**src/rtl/tennis_node.sv**
```systemverilog
// tennis_node: one end of a ping-pong link built on an external PPM Encoder/Decoder pair.
//
// The initiator serves first. It owns the LISTEN timeout and the bounded retry and it
// raises a sticky link_fail flag when the retries run out. The responder answers every
// good word with its own LFSR word. When a reply is lost, the responder sees the same
// word again and resends its previous reply.
//
// Optional feature: define TENNIS_STATS_EN to build the ok/err/timeout counters.
// Without it the three count ports read constant 0.
//
// Ports:
//   clk, rst_n              clock and asynchronous active-low reset
//   en                      level; the node leaves IDLE while high
//   start_ENC, data_ENC     one-cycle start pulse and held word to the Encoder
//   avail_ENC               Encoder idle/ready
//   data_DEC, avail_DEC,
//   error_DEC               received word, word-present flag and corrupt flag from the Decoder
//   read_DEC                one-cycle consume pulse to the Decoder
//   expected_data_received  one-cycle pulse on each good exchange
//   link_fail               sticky; set when the retries are exhausted
//   state_o                 current FSM state code
//   ok_count, err_count,
//   to_count                saturating statistics counters
module tennis_node #(
   parameter int               WIDTH     = 8,
   parameter int               INITIATOR = 0,
   parameter int               TIMEOUT   = 1540,
   parameter int               MAX_RETRY = 3,
   parameter logic [WIDTH-1:0] SEED_TX   = 8'h42,
   parameter logic [WIDTH-1:0] SEED_RX   = 8'h8F,
   parameter logic [WIDTH-1:0] TAPS      = 8'hB8
) (
   input  logic             clk,
   input  logic             rst_n,
   input  logic             en,
   output logic             start_ENC,
   output logic [WIDTH-1:0] data_ENC,
   input  logic             avail_ENC,
   input  logic [WIDTH-1:0] data_DEC,
   input  logic             avail_DEC,
   input  logic             error_DEC,
   output logic             read_DEC,
   output logic             expected_data_received,
   output logic             link_fail,
   output logic [2:0]       state_o,
   output logic [15:0]      ok_count,
   output logic [15:0]      err_count,
   output logic [15:0]      to_count
);

   localparam logic [WIDTH-1:0] ONE_W    = {{(WIDTH-1){1'b0}}, 1'b1};
   localparam logic [WIDTH-1:0] TX_INIT  = (SEED_TX == '0) ? ONE_W : SEED_TX;
   localparam logic [WIDTH-1:0] RX_INIT  = (SEED_RX == '0) ? ONE_W : SEED_RX;
   localparam int               TW       = $clog2(TIMEOUT + 1);
   localparam logic [TW-1:0]    T_LAST   = TW'(TIMEOUT - 1);
   localparam int               RW       = $clog2(MAX_RETRY + 2);
   localparam logic [RW-1:0]    R_MAX    = RW'(MAX_RETRY);
   localparam bit               IS_INIT  = (INITIATOR != 0);

   typedef enum logic [2:0] {
      ST_IDLE    = 3'd0,
      ST_SEND    = 3'd1,
      ST_TX_BUSY = 3'd2,
      ST_LISTEN  = 3'd3,
      ST_CHECK   = 3'd4,
      ST_FAIL    = 3'd5
   } state_t;

   function automatic logic [WIDTH-1:0] lfsr_step(input logic [WIDTH-1:0] v);
      return {v[WIDTH-2:0], ^(v & TAPS)};
   endfunction

   state_t           state_r, state_s;
   logic [WIDTH-1:0] tx_lfsr_r, tx_lfsr_s, exp_lfsr_r, exp_lfsr_s;
   logic [WIDTH-1:0] prev_tx_r, prev_tx_s, prev_exp_r, prev_exp_s;
   logic             prev_valid_r, prev_valid_s;
   logic [RW-1:0]    retry_r, retry_s;
   logic [TW-1:0]    timer_r, timer_s;
   logic             seen_low_r, seen_low_s;
   logic [WIDTH-1:0] rx_word_r, rx_word_s, resp_word_r, resp_word_s;
   logic             rx_err_r, rx_err_s;
   logic             start_r, start_s, read_r, read_s, edr_r, edr_s;
   logic [WIDTH-1:0] data_enc_r, data_enc_s;
   logic             link_fail_r, link_fail_s;
   logic             ok_inc_s, err_inc_s, to_inc_s, retry_path_s;

   // Next-state and next-output decode for the exchange FSM
   always_comb begin
      state_s      = state_r;
      tx_lfsr_s    = tx_lfsr_r;
      exp_lfsr_s   = exp_lfsr_r;
      prev_tx_s    = prev_tx_r;
      prev_exp_s   = prev_exp_r;
      prev_valid_s = prev_valid_r;
      retry_s      = retry_r;
      timer_s      = timer_r;
      seen_low_s   = seen_low_r;
      rx_word_s    = rx_word_r;
      rx_err_s     = rx_err_r;
      resp_word_s  = resp_word_r;
      data_enc_s   = data_enc_r;
      link_fail_s  = link_fail_r;
      start_s      = 1'b0;
      read_s       = 1'b0;
      edr_s        = 1'b0;
      ok_inc_s     = 1'b0;
      err_inc_s    = 1'b0;
      to_inc_s     = 1'b0;
      retry_path_s = 1'b0;
      case (state_r)
         ST_IDLE: begin
            timer_s = '0;
            if (en) begin
               state_s = IS_INIT ? ST_SEND : ST_LISTEN;
            end else begin
               state_s = ST_IDLE;
            end
         end
         ST_SEND: begin
            if (avail_ENC) begin
               start_s    = 1'b1;
               data_enc_s = IS_INIT ? tx_lfsr_r : resp_word_r;
               seen_low_s = 1'b0;
               state_s    = ST_TX_BUSY;
            end else begin
               state_s = ST_SEND;
            end
         end
         ST_TX_BUSY: begin
            // A high avail_ENC only counts as completion after it has been seen low
            if (!avail_ENC) begin
               seen_low_s = 1'b1;
            end else if (seen_low_r) begin
               timer_s = '0;
               state_s = (IS_INIT || en) ? ST_LISTEN : ST_IDLE;
            end else begin
               state_s = ST_TX_BUSY;
            end
         end
         ST_LISTEN: begin
            if (avail_DEC) begin
               read_s    = 1'b1;
               rx_word_s = data_DEC;
               rx_err_s  = error_DEC;
               state_s   = ST_CHECK;
            end else if (IS_INIT && (timer_r == T_LAST)) begin
               to_inc_s     = 1'b1;
               retry_path_s = 1'b1;
            end else if (IS_INIT) begin
               timer_s = timer_r + TW'(1'b1);
            end else begin
               state_s = ST_LISTEN;
            end
         end
         ST_CHECK: begin
            if (IS_INIT) begin
               if (!rx_err_r && (rx_word_r == exp_lfsr_r)) begin
                  edr_s      = 1'b1;
                  ok_inc_s   = 1'b1;
                  retry_s    = '0;
                  tx_lfsr_s  = lfsr_step(tx_lfsr_r);
                  exp_lfsr_s = lfsr_step(exp_lfsr_r);
                  state_s    = en ? ST_SEND : ST_IDLE;
               end else begin
                  err_inc_s    = 1'b1;
                  retry_path_s = 1'b1;
               end
            end else begin
               if (rx_err_r) begin
                  err_inc_s = 1'b1;
                  state_s   = en ? ST_LISTEN : ST_IDLE;
               end else if (rx_word_r == exp_lfsr_r) begin
                  edr_s        = 1'b1;
                  ok_inc_s     = 1'b1;
                  prev_tx_s    = tx_lfsr_r;
                  prev_exp_s   = exp_lfsr_r;
                  prev_valid_s = 1'b1;
                  resp_word_s  = tx_lfsr_r;
                  tx_lfsr_s    = lfsr_step(tx_lfsr_r);
                  exp_lfsr_s   = lfsr_step(exp_lfsr_r);
                  state_s      = ST_SEND;
               end else if (prev_valid_r && (rx_word_r == prev_exp_r)) begin
                  // The peer missed our reply and repeated its word; answer it again
                  resp_word_s = prev_tx_r;
                  state_s     = ST_SEND;
               end else begin
                  err_inc_s = 1'b1;
                  state_s   = en ? ST_LISTEN : ST_IDLE;
               end
            end
         end
         ST_FAIL: begin
            link_fail_s = 1'b1;
            state_s     = ST_FAIL;
         end
         default: begin
            state_s = ST_IDLE;
         end
      endcase

      // Shared retry path for timeouts and bad replies; the same word is resent
      if (retry_path_s) begin
         retry_s = retry_r + RW'(1'b1);
         if (retry_r >= R_MAX) begin
            link_fail_s = 1'b1;
            state_s     = ST_FAIL;
         end else begin
            state_s = en ? ST_SEND : ST_IDLE;
         end
      end else begin
         retry_s = retry_s;
      end
   end

   // State, datapath and registered-output update
   always_ff @(posedge clk or negedge rst_n) begin
      if (!rst_n) begin
         state_r      <= ST_IDLE;
         tx_lfsr_r    <= TX_INIT;
         exp_lfsr_r   <= RX_INIT;
         prev_tx_r    <= '0;
         prev_exp_r   <= '0;
         prev_valid_r <= 1'b0;
         retry_r      <= '0;
         timer_r      <= '0;
         seen_low_r   <= 1'b0;
         rx_word_r    <= '0;
         rx_err_r     <= 1'b0;
         resp_word_r  <= '0;
         data_enc_r   <= '0;
         link_fail_r  <= 1'b0;
         start_r      <= 1'b0;
         read_r       <= 1'b0;
         edr_r        <= 1'b0;
      end else begin
         state_r      <= state_s;
         tx_lfsr_r    <= tx_lfsr_s;
         exp_lfsr_r   <= exp_lfsr_s;
         prev_tx_r    <= prev_tx_s;
         prev_exp_r   <= prev_exp_s;
         prev_valid_r <= prev_valid_s;
         retry_r      <= retry_s;
         timer_r      <= timer_s;
         seen_low_r   <= seen_low_s;
         rx_word_r    <= rx_word_s;
         rx_err_r     <= rx_err_s;
         resp_word_r  <= resp_word_s;
         data_enc_r   <= data_enc_s;
         link_fail_r  <= link_fail_s;
         start_r      <= start_s;
         read_r       <= read_s;
         edr_r        <= edr_s;
      end
   end

   assign start_ENC              = start_r;
   assign data_ENC               = data_enc_r;
   assign read_DEC               = read_r;
   assign expected_data_received = edr_r;
   assign link_fail              = link_fail_r;
   assign state_o                = state_r;

`ifdef TENNIS_STATS_EN
   logic [15:0] ok_r, err_r, to_r;

   // Saturating statistics counters
   always_ff @(posedge clk or negedge rst_n) begin
      if (!rst_n) begin
         ok_r  <= 16'h0000;
         err_r <= 16'h0000;
         to_r  <= 16'h0000;
      end else begin
         if (ok_inc_s && (ok_r != 16'hFFFF)) begin
            ok_r <= ok_r + 16'd1;
         end
         if (err_inc_s && (err_r != 16'hFFFF)) begin
            err_r <= err_r + 16'd1;
         end
         if (to_inc_s && (to_r != 16'hFFFF)) begin
            to_r <= to_r + 16'd1;
         end
      end
   end

   assign ok_count  = ok_r;
   assign err_count = err_r;
   assign to_count  = to_r;
`else
   logic unused_stats_s;
   assign unused_stats_s = ^{ok_inc_s, err_inc_s, to_inc_s};
   assign ok_count  = 16'h0000;
   assign err_count = 16'h0000;
   assign to_count  = 16'h0000;
`endif

endmodule

```
**config.mk**
```make
export PLATFORM = sky130hd
export DESIGN_NAME = tennis_node
export DESIGN_NICKNAME = d
export VERILOG_FILES = /design/src/rtl/tennis_node.sv
export SDC_FILE = /design/constraint.sdc
export NUM_CORES = 1
export LEC_CHECK = 0
export ABC_CLOCK_PERIOD_IN_PS = 5700
export CAP_MARGIN = 20
export CELL_PAD_IN_SITES_DETAIL_PLACEMENT = 0
export CELL_PAD_IN_SITES_GLOBAL_PLACEMENT = 1
export CORE_MARGIN = 1.5
export CORE_UTILIZATION = 30
export DETAILED_ROUTE_END_ITERATION = 16
export GPL_TIMING_DRIVEN = 1
export PLACE_DENSITY = 0.77
export SYNTH_ARGS = -nofsm -noshare
export SYNTH_HDL_FRONTEND = slang
export SYNTH_SLANG_ARGS = --single-unit
```
**constraint.sdc**
```tcl
create_clock -name clk -period 5.7 [get_ports clk]
set_clock_uncertainty 0.05 [all_clocks]
set_input_delay 1.14 -clock clk [delete_from_list [all_inputs] [get_ports clk]]
set_output_delay 1.14 -clock clk [all_outputs]
set_load 0.005 [all_outputs]
```
Yosys cells after proc, flatten, opt, wreduce, memory -nomap -nowiden
Index checks and enable logic that the tools add are counted.
{"block": "totals", "reg_bits": 66, "word_cells": 58, "output_inout_bits": 63}
{"block": "op_classes", "n_reduce_logical": 11, "bitwise": 1, "n_mux": 21, "eq_ne": 10}
{"op": "$mux 3", "n": 6}
{"op": "$pmux 3 s6", "n": 1}
{"op": "$eq 8x8->1", "n": 2}
{"op": "$mux 8", "n": 2}
{"op": "$reduce_xor 8->1", "n": 2}
{"op": "$mux 1", "n": 9}
{"op": "$reduce_and 3->1", "n": 3}
{"op": "$eq 3x2->1 const B", "n": 2}
{"op": "$eq 3x3->1 const B", "n": 2}
{"op": "$ne 2x2->1 const B", "n": 3}
{"op": "$mux 2", "n": 2}
{"op": "$reduce_and 2->1", "n": 2}
{"op": "$reduce_bool 2->1", "n": 2}
{"op": "$eq 3x1->1 const B", "n": 1}
{"op": "$logic_not 3->1", "n": 1}
{"op": "$pmux 1 s2", "n": 1}
{"op": "$logic_and 1x1->1", "n": 1}
{"op": "$not 1->1", "n": 1}

Depth between registers and ports, before layout
Gate-level depths: netlist (run 1).
{"block": "logic_depth", "word_depth": 6, "ltp_mapped": 8, "depth_no_buf": 5}

Worst setup path after synthesis (run 1)
Ideal clock, no wire load.
{"block": "synth_timing", "path_type": "input -> register", "startpoint": "input port avail_DEC", "endpoint": "register rx_err_r", "setup_time_ns": 0.118, "cell_stages": 5, "path_buffers": 0, "path_slack_ns": 3.642, "arrival_ns": 1.890, "cell_sequence": "nor2b_1 -> nand3_1 -> clkinv_1 -> nand2_1 -> nand2_1"}
{"block": "synth_between", "elab_chain_len": 1}
{"item": "start, declared", "line_no": "40", "text": "input logic avail_DEC,"}
{"item": "$reduce_and 2->1 (no line)"}
{"item": "end signal, assigned", "line_no": "246", "text": "rx_err_r <= rx_err_s;"}
{"item": "end, declared", "line_no": "81", "text": "logic rx_err_r, rx_err_s;"}
Every way passes these cells.
A chain may end at the register's enable or synchronous reset.

Final worst setup path (run 1)
{"block": "layout_timing", "startpoint": "register state_r[0] (netlist: state_o[0])", "endpoint": "output port state_o[0]"}
{"item": "start, declared", "line_no": "73", "text": "state_t state_r, state_s;"}
{"item": "start signal, assigned", "line_no": "236", "text": "state_r <= state_s;"}
{"item": "end, declared", "line_no": "45", "text": "output logic [2:0] state_o,"}
No word-level cell between the ends.

==> flow_metrics.tcl, run 1 <==
set metrics [dict create \
    dieArea_um2 10700 \
    drt_iter0_drc 46 \
    cts_resized 0 \
    grt_pass1_wl_mm 7.98 \
    clk_pin_slew_worst_paths_ns 0.06 \
    maxSlewHeadroom 0.518 \
    finalSetupViolCount 0 \
    worstSetupEndpointType "primary output" \
    dieWidth_um 103 \
    design.portCount 77 \
    holdBufCountCts 0 \
    root_buffer "clkbuf_8" \
    start_util 0.309 \
    hp-class "reg -> reg" \
    antenna_found_initial 0 \
    grt_max_degree 59 \
    port_buffers 28 \
    crit_type "reg -> out" \
    worstPathCellList "clkdlybuf4s50_1" \
    areaGrowthSynthToFinish_pct 15.6 \
    worst_slack_ns 3.05 \
    power_density_nw_per_um2 361 \
    place_congestion 0.803 \
    timing.fmax_mhz 377 \
    drtAntennaViolNets 0 \
    synth_edf_count 0 \
    viasPerCell 4.07 \
    status "completed" \
    ir_drop_uv 121 \
    final_cells 426 \
    cts_made_buffers 9 \
    cp.arrival_ns 1.46 \
    postCtsSetupBuffers 0 \
    coreArea_um2 9770 \
    syn_avg_cell_area_um2 11.9 \
    cts_tree "built" \
    pre_cts_ws_ns 2.90 \
    cts.sinks 58 \
    drt_first_pass_iters 4 \
    n_fill_cell 1018 \
    ys_warn_count 0 \
    cts_buffer_depth 2 \
    maxCapViolCount 0 \
    first_global_vias 1685 \
    yosysSeqAreaShare 0.484 \
    maxSlewViolCount 0 \
    period_share 0.465 \
    crit_family "buffers and inverters" \
    syn_inst 253 \
    dieHeight_um 103 \
    grtUsageTotal 0.102 \
    postSynthRegisterBits 58 \
    critPathLaunchType "flip-flop" \
    grt_setup_unrepaired "no" \
    std_cell_rows 36 \
    hold_viol_final 0 \
    critPathMaxStageDelay_ns 0.57 \
    hpwl_mm 3.34 \
    min_period_ns 2.65 \
    drc 0 \
    routed_wirelength_mm 4.83 \
    htree_levels 3 \
    whs_ns 0.409 \
    yosys_most_used_dff "dfrtp_1" \
    crit_required_ns 4.51 \
    routedWlPerCell_um 11.3 \
    overflow 0 \
    dp.cells 410 \
    layout.nets 302 \
    slowest_stage "clkdlybuf4s50_1" \
    syn_area_um2 3020 \
    insertion_delay_ns 0.34 \
    synth-async-reset-ratio 1.00 \
    tightest_slew_ns 0.723 \
    num_vias 1734 \
    post-route-util 0.357 \
    ys_types 37 \
    tns_ns 0 \
    critPathBufInv 1 \
    critPathMaxFanout 14 \
    leakage_nw 1.66 \
    n_antenna_cell 0 \
    drive_above_1_share 0.280 \
]
-- synth_stat cells (2+ instances only) --
library cell,count,share of area
nand3b_1,3,0.0075
mux2_2,47,0.18
dfrtp_1,51,0.42
xor2_1,5,0.015
a21oi_1,5,0.0083
dfstp_2,7,0.061
xnor2_1,17,0.049
nand2_1,30,0.037
nor2_2,2,0.0041
nor2_1,3,0.0037
clkbuf_8,2,0.0091
nor4bb_1,2,0.0066
nor2b_1,3,0.0062
o21ai_0,3,0.0050
nand4_1,2,0.0041
buf_4,49,0.12
nand3_1,2,0.0033
-- worst paths after layout --
| check | from | end | slack [ns] | depth (start not counted) |
|---|---|---|---|---|
| min reg2reg | link_fail | link_fail | 0.41 | 1 |
| max reg2reg | exp_lfsr_r[7] | resp_word_r[6] | 3.27 | 6 |
| max in group asynchronous | rst_n | state_o[1] | 4.22 | 2 |
| max | state_o[0] | state_o[0] | 3.05 | 1 |
| min in group asynchronous | rst_n | state_o[2] | 0.89 | 2 |
| min | link_fail | link_fail | 0.41 | 1 |
-- cell families after synthesis --
logic type      after synthesis  share of synthesized area
simple gates                 56                      0.103
flops                        58                      0.484
other cells                   1                    0.00124
buf+inv                      55                      0.138
mux                          47                      0.175
xor+xnor                     22                     0.0638
compound gates               14                     0.0348
-- where the power goes --
| part | leakage, nW | internal (mW) | switching [mW] |
|---|---|---|---|
| sequential | 0.762 | 0.467 | 0.0746 |
| combinational | 0.768 | 0.132 | 0.129 |
| clock | 0.126 | 0.295 | 0.161 |
-- placed cells by master, fill, tap and decap left out, drive strengths merged, types with 5 or more instances in the layout --
cell           instances
mux2                  47
clkdlybuf4s50         27
xnor2                 17
dfstp                  7
dfrtp                 51
a21oi                  5
conb                  48
clkbuf                13
nor2                   5
nand2                 30
xor2                   5
-- stage by stage --
step           cell area [um2]  total power, mW
2_1_floorplan             3200            0.747
3_3_place_gp              3240            0.804
3_5_place_dp              3240            0.814
4_1_cts                   3490             1.28
5_1_grt                   3490             1.34
6_report                  3490             1.26
-- registers in the layout, summed over array words and instances, names as in the netlist, 3 cells and up --
register,cells
exp_lfsr_r,8
data_ENC,8
rx_word_r,8
resp_word_r,8
tx_lfsr_r,7
prev_exp_r,5
state_o,3
prev_tx_r,4
-- layer usage --
layer	global-route usage	vias to the layer above	wire length, um
li1	-	828	-
met1	0.120	844	2120
met2	0.157	50	2330
met3	0.0403	12	249
met4	0.0624	0	120
met5	0	-	0
-- area by class of cell --
class / count / area [um2] / share of cell area
repair buffers: 30 / 290 / 0.0832
clock buffers: 13 / 179 / 0.0513
clock inverters: 3 / 68.8 / 0.0197
flip-flops and latches: 58 / 1460 / 0.418
inverters: 2 / 7.51 / 0.00215
well taps: 133 / 166 / 0.0477
multi-input cells: 187 / 1320 / 0.378
(Power assumes the default switching activity.)
==> run 2, diff against run 1 <==
- ABC_CLOCK_PERIOD_IN_PS: 5700 -> 2650
- clock period: 5.7 -> 2.65 ns (I/O delays scaled with it)
==> flow_metrics.tcl, run 2 (synthesized netlist as in run 1, its figures left out) <==
set metrics [dict create \
    whs_ns 0.133 \
    reg2regPathDepth 5 \
    grt_setup_unrepaired "no" \
    crit_type "reg -> reg" \
    hpwl_mm 3.22 \
    start_util 0.309 \
    cts_buffer_depth 2 \
    dieArea_um2 10700 \
    timing.fmax_mhz 447 \
    critPathMaxFanout 25 \
    ff2ff_setup_slack_ns 0.41 \
    drtAntennaViolNets 0 \
    first_global_vias 1679 \
    std_cell_rows 36 \
    num_vias 1731 \
    final_cell_mix "51 x dfrtp_1, 48 x conb_1, 47 x mux2_2, 30 x nand2_1, 27 x clkdlybuf4s50_1" \
    leakage_nw 1.66 \
    hp-class "in -> async" \
    placed_cell_area_um2 3280 \
    final_common_cell "dfrtp_1" \
    design.portCount 77 \
    dieWidth_um 103 \
    coreArea_um2 9770 \
    reg2reg_from "exp_lfsr_r[3]" \
    dp.cells 413 \
    areaGrowthSynthToFinish_pct 16.0 \
    grt_pass1_wl_mm 7.55 \
    cp.arrival_ns 2.41 \
    hold_viol_final 0 \
    insertion_delay_ns 0.34 \
    critPathMaxStageDelay_ns 0.58 \
    viasPerCell 4.03 \
    timing.rr.end "prev_exp_r[7]" \
    dieHeight_um 103 \
    crit_required_ns 2.82 \
    place_congestion 0.753 \
    worstSetupEndpointType "flip-flop" \
    cts_made_buffers 9 \
    min_period_ns 2.24 \
    drt_iter0_drc 63 \
    critPathLaunchType "flip-flop" \
    finalSetupViolCount 0 \
    cts.sinks 58 \
    maxCapViolCount 0 \
    tns_ns 0 \
    grtUsageTotal 0.0955 \
    layout.nets 305 \
    holdBufCountCts 0 \
    final_cells 429 \
    power_density_nw_per_um2 754 \
    routedWlPerCell_um 10.6 \
    port_buffers 28 \
    postCtsSetupBuffers 0 \
    overflow 0 \
    stdcell_area_um2 3500 \
    maxSlewViolCount 0 \
    power.total_mw 2.64 \
    slowest_stage "dfstp_2" \
    ir_drop_uv 197 \
    n_antenna_cell 0 \
    htree_levels 3 \
    period_share 0.845 \
    cts_tree "built" \
    routed_wirelength_mm 4.53 \
    status "completed" \
    worstPathCellList "xnor2_1 -> nand4_1 -> nor4b_4 -> buf_4 -> mux2_2" \
    clk_pin_slew_worst_paths_ns 0.07 \
    grt_max_degree 59 \
    cts_resized 0 \
    drt_first_pass_iters 3 \
    drive_above_1_share 0.287 \
    root_buffer "clkbuf_8" \
    drc 0 \
    antenna_found_initial 0 \
]
run 2: per-stage QoR:
| step | setup slack [ns] | util |
|---|---|---|
| after floorplan | 0.703 | - |
| after global placement | 0.444 | 0.335 |
| after detailed placement | 0.406 | 0.335 |
| after CTS | 0.391 | 0.358 |
| after global routing | 0.300 | 0.358 |
| final | 0.411 | 0.358 |
run 2: area by class of cell:
class | instances | area [um2]
fill | 978 | 6270
clock buffer | 9 | 124
sequential | 58 | 1460
inverter | 2 | 7.51
tap | 133 | 166
clock inverter | 7 | 103
timing repair buffer | 33 | 325
multi-input combinational | 187 | 1320
run 2: how the worst max path moves through the flow:
stage,start,to,slack [ns],cells past startpoint
6_report,exp_lfsr_r[3],prev_exp_r[7],0.41,5
5_1_grt,exp_lfsr_r[3],exp_lfsr_r[6],0.30,5
4_1_cts,exp_lfsr_r[3],exp_lfsr_r[6],0.39,5
3_5_place_dp,exp_lfsr_r[3],prev_exp_r[0],0.41,5
3_3_place_gp,exp_lfsr_r[3],prev_exp_r[7],0.44,5
2_1_floorplan,exp_lfsr_r[7],prev_exp_r[1],0.70,6
run 2: per-layer routing:
| metal | global-route usage | share of wire | vias up |
|---|---|---|---|
| met5 | 0 | 0 | - |
| met4 | 0.0437 | 0.019 | 0 |
| met3 | 0.0444 | 0.057 | 8 |
| met2 | 0.155 | 0.48 | 47 |
| met1 | 0.107 | 0.44 | 839 |
| li1 | - | - | 837 |
run 2: critical path: cells and delay by family, from the launching register on:
family | cells | cell delay (ns)
and+or+nand+nor | 2 | 0.61
DFF | 1 | 0.58
buffers and inverters | 1 | 0.38
muxes | 1 | 0.37
xor gates and xnor gates | 1 | 0.13
run 2: power by group:
group / switching (mW) / internal, mW / leakage (nW) / total, mW
clock: 0.367 / 0.536 / 0.110 / 0.903
combinational: 0.306 / 0.308 / 0.787 / 0.615
sequential: 0.120 / 1.00 / 0.762 / 1.12
